--- config.mk ---
export PLATFORM = sky130hd
export DESIGN_NAME = eth_rx_dispatch
export DESIGN_NICKNAME = d
export VERILOG_FILES = /design/src/rtl/eth_rx_dispatch.sv
export SDC_FILE = /design/constraint.sdc
export NUM_CORES = 1
export LEC_CHECK = 0
export CELL_PAD_IN_SITES_DETAIL_PLACEMENT = 1
export CELL_PAD_IN_SITES_GLOBAL_PLACEMENT = 2
export CORE_MARGIN = 2
export CORE_UTILIZATION = 24
export CTS_CLUSTER_DIAMETER = 50
export CTS_CLUSTER_SIZE = 10
export DETAILED_ROUTE_END_ITERATION = 7
export PLACE_DENSITY = 0.79
export REMOVE_ABC_BUFFERS = 1
export SLEW_MARGIN = 30
export SYNTH_ARGS = -nofsm -noshare
export SYNTH_HDL_FRONTEND = slang
export SYNTH_SLANG_ARGS = --single-unit
--- constraint.sdc ---
create_clock -name clk -period 2.44 [get_ports clk]
set_input_delay 0.244 -clock clk [delete_from_list [all_inputs] [get_ports clk]]
set_output_delay 0.244 -clock clk [all_outputs]
set_load 0.005 [all_outputs]
--- src/rtl/eth_rx_dispatch.sv ---
// Receive-side frame dispatcher: qualifies each frame by destination MAC and EtherType,
// then steers the payload stream to the IP or ARP channel with a fixed one-cycle latency.
//
// state   | meaning
// --------+----------------------------------------------------------
// IDLE    | no frame open; words and stray ends are not forwarded
// FWD_IP  | frame accepted, payload copied to the ip_* channel
// FWD_ARP | frame accepted, payload copied to the arp_* channel
// DROP    | frame rejected, payload discarded until its end pulse
module eth_rx_dispatch #(
  parameter logic [15:0] ETH_IP       = 16'h0800,
  parameter logic [15:0] ETH_ARP      = 16'h0806,
  parameter bit          ACCEPT_MCAST = 1'b1,
  parameter int          CNT_W        = 16
) (
  input  logic             clk,
  input  logic             rst_n,
  input  logic             upper_op_st,
  input  logic             upper_op,
  input  logic             upper_op_end,
  input  logic [31:0]      upper_data,
  input  logic [47:0]      dest_addr_i,
  input  logic [15:0]      prot_type_i,
  input  logic [47:0]      local_mac,
  input  logic             promisc,
  input  logic             cnt_clr,
  output logic             ip_op_st,
  output logic             ip_op,
  output logic             ip_op_end,
  output logic [31:0]      ip_data,
  output logic             arp_op_st,
  output logic             arp_op,
  output logic             arp_op_end,
  output logic [31:0]      arp_data,
  output logic [CNT_W-1:0] cnt_ip,
  output logic [CNT_W-1:0] cnt_arp,
  output logic [CNT_W-1:0] cnt_drop,
  output logic [CNT_W-1:0] cnt_runt
);

  typedef enum logic [1:0] {IDLE, FWD_IP, FWD_ARP, DROP} state_t;

  localparam logic [CNT_W-1:0] CNT_ONE = {{(CNT_W-1){1'b0}}, 1'b1};

  state_t state;
  state_t route_new;
  state_t route_cur;
  logic   mac_ok;
  logic   runt;

  // The start cycle is steered by the live decision so its word is not lost.
  always_comb begin
    mac_ok = promisc
          || (dest_addr_i == local_mac)
          || (dest_addr_i == 48'hFFFF_FFFF_FFFF)
          || (ACCEPT_MCAST && dest_addr_i[40]);
    route_new = DROP;
    if (mac_ok && (prot_type_i == ETH_IP))
      route_new = FWD_IP;
    else if (mac_ok && (prot_type_i == ETH_ARP))
      route_new = FWD_ARP;
    route_cur = upper_op_st ? route_new : state;
    runt      = upper_op_end && !upper_op_st && (state == IDLE);
  end

  always_ff @(posedge clk or negedge rst_n) begin
    if (!rst_n) begin
      state      <= IDLE;
      ip_op_st   <= 1'b0;
      ip_op      <= 1'b0;
      ip_op_end  <= 1'b0;
      ip_data    <= 32'h0;
      arp_op_st  <= 1'b0;
      arp_op     <= 1'b0;
      arp_op_end <= 1'b0;
      arp_data   <= 32'h0;
      cnt_ip     <= '0;
      cnt_arp    <= '0;
      cnt_drop   <= '0;
      cnt_runt   <= '0;
    end else begin
      ip_op_st   <= upper_op_st && (route_new == FWD_IP);
      ip_op      <= upper_op && (route_cur == FWD_IP);
      ip_data    <= (upper_op && (route_cur == FWD_IP)) ? upper_data : 32'h0;
      arp_op_st  <= upper_op_st && (route_new == FWD_ARP);
      arp_op     <= upper_op && (route_cur == FWD_ARP);
      arp_data   <= (upper_op && (route_cur == FWD_ARP)) ? upper_data : 32'h0;
      // A start inside an open frame closes the old channel in the same output cycle.
      ip_op_end  <= (upper_op_end && (route_cur == FWD_IP))
                 || (upper_op_st && (state == FWD_IP));
      arp_op_end <= (upper_op_end && (route_cur == FWD_ARP))
                 || (upper_op_st && (state == FWD_ARP));

      if (upper_op_st)
        state <= upper_op_end ? IDLE : route_new;
      else if (upper_op_end)
        state <= IDLE;

      if (cnt_clr) begin
        cnt_ip   <= '0;
        cnt_arp  <= '0;
        cnt_drop <= '0;
        cnt_runt <= '0;
      end else begin
        if (upper_op_st) begin
          case (route_new)
            FWD_IP:  cnt_ip   <= cnt_ip + CNT_ONE;
            FWD_ARP: cnt_arp  <= cnt_arp + CNT_ONE;
            default: cnt_drop <= cnt_drop + CNT_ONE;
          endcase
        end
        if (runt)
          cnt_runt <= cnt_runt + CNT_ONE;
      end
    end
  end

endmodule

Word-level counts from Yosys, hierarchy flattened
Cells that the tools add are included.

storage, ports and cells
  input bits = 151
  word-level logic and storage cells = 75
  flip-flop bits (word level) = 136
  output and inout port bits = 134

cells by class
  equal/unequal tests = 11
  muxes and demuxes = 19
  add/subtract/negate cells = 4
  reductions and logical operators = 28

operators by type and width
  cell                                                                count
  16-bit two-way mux                                                  11
  16-bit by 1-bit adder with 16-bit output (second input constant)    4
  32-bit two-way mux                                                  2
  48-bit == test                                                      1
  48-bit == test (second input constant)                              1
  16-bit by 12-bit == test with 1-bit output (second input constant)  2
  1-bit logical AND                                                   12
  2-bit two-way mux                                                   5
  2-bit nonzero test                                                  5
  2-bit by 1-bit == test with 1-bit output (second input constant)    3
  2-bit == test (second input constant)                               3
  2-bit AND reduction                                                 3
  1-bit logical OR                                                    5
  2-bit zero test                                                     1
  2-bit by 1-bit != test with 1-bit output (second input constant)    1
  2-bit OR reduction                                                  1
  1-bit zero test                                                     1
  1-bit two-way mux                                                   1

Longest topological paths before layout
  word-level depth = 12
  gate-level depth with buffers = 10
  depth with buffers taken out = 8

Least setup slack after synthesis
OpenSTA, ideal clock, no wires.

  path type = in2reg
  from = in prot_type_i[9]
  to = reg cnt_arp[15]
  path buffers = 0
  arrival time = 2,159 ps
  cell stages on the path = 6
  data required time = 2,362 ps
  library setup time = 78 ps
  setup slack = 203 ps
  cell sequence = or4b_4 > nor4_4 > nand3_2 > or2_4 > or4_1 > a21oi_1

between the ends
  longest elaborated chain between the ends = 7
  elaborated cells between the ends (all ways) = 9
  classes of those cells = eq/ne (3); mux (2); reduce/logical (4)

ends and longest elaborated chain
  what                                        RTL line  RTL
  start, declared                             23        input logic [15:0] prot_type_i,
  16-bit by 12-bit == test with 1-bit output  60        else if (mac_ok && (prot_type_i == ETH_ARP))
  1-bit logical AND                           60
  1-bit two-way mux                           60
  2-bit two-way mux (*)                       58        if (mac_ok && (prot_type_i == ETH_IP))
  2-bit == test (*)                           106       case (route_new)
  2-bit nonzero test (no source line) (*)     --
  2-bit AND reduction (no source line) (*)    --
  end signal, assigned                        108       FWD_ARP: cnt_arp <= cnt_arp + CNT_ONE;
  end, declared                               36        output logic [CNT_W-1:0] cnt_arp,

Mark *: on every way between the ends. The rest lies on a longest branch, timed or not.
A chain may end at the register's enable or synchronous reset.

Final worst setup path
  from = in dest_addr_i[29]
  to = reg cnt_arp[15]

between the ends
  longest elaborated chain between the ends = 10
  elaborated cells between the ends (all ways) = 12
  classes of those cells = eq/ne (3); mux (2); reduce/logical (7)

ends and longest elaborated chain
  what                                      RTL line  RTL
  start, declared                           22        input logic [47:0] dest_addr_i,
  48-bit == test                            54        || (dest_addr_i == local_mac)
  1-bit logical OR                          54
  1-bit logical OR (*)                      55        || (dest_addr_i == 48'hFFFF_FFFF_FFFF)
  1-bit logical OR (*)                      56        || (ACCEPT_MCAST && dest_addr_i[40]);
  1-bit logical AND                         60
  1-bit two-way mux                         60
  2-bit two-way mux (*)                     58
  2-bit == test (*)                         106
  2-bit nonzero test (no source line) (*)   --
  2-bit AND reduction (no source line) (*)  --

Marked as above.

==> summary.txt <==
status = finished clean
Setup TNS = 0 ps
Commonest cells post-synth = dfrtp_1 (136), xnor2_1 (62), and3_1 (45), and2_1 (37), a21oi_1 (34)
CP max stage cell = or4_1
Setup Skew = 13.5 ps
Crit path top cell by count = buf_4
post-synthesis cell area = 6200 um2
Die ar. = 27100 um2
critical path type = primary input to register
final count of pins violating max slew = 0
CTS tree = yes
min Tclk post-route = 2300 ps
drt initial violations = 268
Synth cell types = 49
number of global-route vias before repair = 6071
antenna violations before repair = 0
Synth area leader = dfrtp_1
period utilization = 0.944
flops & latches, synth = 136
top_reg_cell synth = dfrtp_1
Die Span X = 165 um
I/O Buffers = 284
count leader, synth = dfrtp_1
Worst Hold Class = primary input to register
Rows = 58
Area contributors post-synth = dfrtp_1 (55%), xnor2_1 (8.8%), and3_1 (4.5%)
initial core utilization = 0.245
max incr delay on CP = 490 ps
Clock Tree Buf Depth = 2
unrepaired setup endpoints after global routing = no
nets = 1048
gr ovfl total = 0
clk root buf = clkbuf_16
P_leak = 4.30 nW
Async SR Flop Fraction = 1.00
Ys Warns = 0
vias per cell = 4.54
# clock sinks = 136
H-tree Lvls = 4
Floorplan Core Area = 25300 um2
drt first pass iters = 4
peak supply drop = 0.504 mV
post-synthesis sequential area ratio = 0.549
PD cells = 550 nW/um2
antenna-violating nets left = 0
I/O pin cnt = 285
syn avg cell area = 10.7 um2
Hold Vio Cnt, Final = 0
Post-DP HPWL = 16.1 mm
wire per inst = 17.4 um
relative slew slack = 0.608
Worst-Margin Slew = 587 ps
max-cap check violation count = 0
gr usage total = 0.162
Die Ht = 165 um
Via Count = 5612
post-synth top area share = 0.549
Final setup viols = 0
GP Congestion = 0.792
ant diodes = 0
Skew-Pair Late Insertion Delay = 420 ps
Mapped Cells = 579
Remaining DRCs = 0
CP startpoint kind = primary input
share of cells above drive strength 1 = 0.0993
CP Buf/Inv Count = 3
Post-synth EDFFs = 0
Clock Pin Slew Worst Setup and Hold Paths = 70 ps
cts bufs inserted = 17
hold slack = 247 ps
CP Capture Type = register
final design utilization = 0.410
critical path fanouts, max = 6
CP Data Required Time = 2790 ps
Max Fclk = 434 MHz
area grow syn2layout = 67.0%
WL final = 21.5 mm
CP arrival = 2650 ps
cells along the critical path = clkdlybuf4s50_1 > xnor2_1 > nand4_1 > nor4_1 > buf_4 > a311oi_2 > buf_4 > or2_4 > or4_1 > a21oi_1
largest net degree at the start of global routing = 57
first-pass GRT wire length = 33.7 mm
Worst path top cell family by delay = simple AND/OR/NAND/NOR gates
-- final cells by class --
type | count | area, um2
clock buffer | 17 | 425
clock inverter | 15 | 203
fill | 2806 | 14900
inverter | 13 | 50.0
multi-input combinational | 406 | 2660
sequential | 136 | 3400
tap | 330 | 413
timing repair buffer | 319 | 3190
-- power by group --
group,switching (mW),internal (mW),leakage (nW)
registers,0.0221,2.29,1.88
clock network,1.16,1.57,0.304
logic,0.249,0.394,2.12
-- stage by stage --
step                instance area [um2]  worst slack (ps)  std cells  power, mW
finish                            10300               137       1236       5.69
global route                      10300              11.0       1236       5.93
CTS                               10300              1.60       1236       5.79
detailed placement                 9690              -460       1203       3.01
global placement                   9690              -495       1203       3.00
floorplan                          6090             -92.3        555       2.50
-- what timing repair did --
item                                    CTS  global route
resized for setup                         0             6
hold buffers                              1             0
endpoints found under the setup margin    0            85
hold endpoints to repair                 53             0
setup buffers                             0             0
-- cells in the final DEF, fill, tap and decap left out, drive strengths merged, types with 3 or more instances in the layout --
master	n
ha	4
clkdlybuf4s50	282
o21ai	18
buf	36
nor4	12
xnor2	62
nand3	19
or4	11
xor2	12
clkinv	5
nand3b	4
nor2	33
o31ai	10
or2	4
inv	20
dfrtp	136
a21oi	35
nand2	31
and3	45
a21bo	4
nor2b	3
a21o	3
or3	14
nand4	23
and2	37
clkbuf	17
nor3	4
-- registers in the layout, summed over array words and instances, names as in the netlist --
name / flops
cnt_arp: 16
cnt_drop: 16
ip_op_end: 1
state: 2
ip_data: 32
arp_op_end: 1
arp_op: 1
ip_op_st: 1
arp_op_st: 1
cnt_ip: 16
arp_data: 32
cnt_runt: 16
ip_op: 1
-- cells by family after synthesis --
logic type                 share of synthesized area
AOI/OAI and AO/OA                             0.0804
DFF                                            0.549
and+or+nand+nor                                0.230
xor gates and xnor gates                       0.105
adders and majority gates                    0.00808
muxes                                        0.00323
buffers and inverters                         0.0246
-- final timing paths --
check,end,slack (ps),from,cells after the start
max,cnt_arp[15],140,dest_addr_i[29],10
min,cnt_drop[10],250,cnt_clr,2
max reg2reg,cnt_ip[15],170,cnt_ip[5],7
min reg2reg,cnt_runt[15],540,cnt_runt[15],2
max in group asynchronous,cnt_ip[4],1380,rst_n,3
min in group asynchronous,arp_data[12],360,rst_n,2
-- worst register-to-register path, stage by stage (launching register included) --
cell and delay, ps:
dfrtp_1 410, and4_2 290, and3_1 230, and3_1 220
and2_1 220, nand3_1 180, or4b_1 500, a21oi_1 150
-- routing by layer --
| layer | routed length (um) | share of wire | track usage |
|---|---|---|---|
| met2 | 10500 | 0.49 | 0.267 |
| met1 | 8970 | 0.42 | 0.200 |
| met3 | 1770 | 0.082 | 0.0638 |
| met4 | 265 | 0.012 | 0.0383 |
| met5 | 0 | 0 | 0 |
Note: power is estimated with default switching activity, not from simulation.
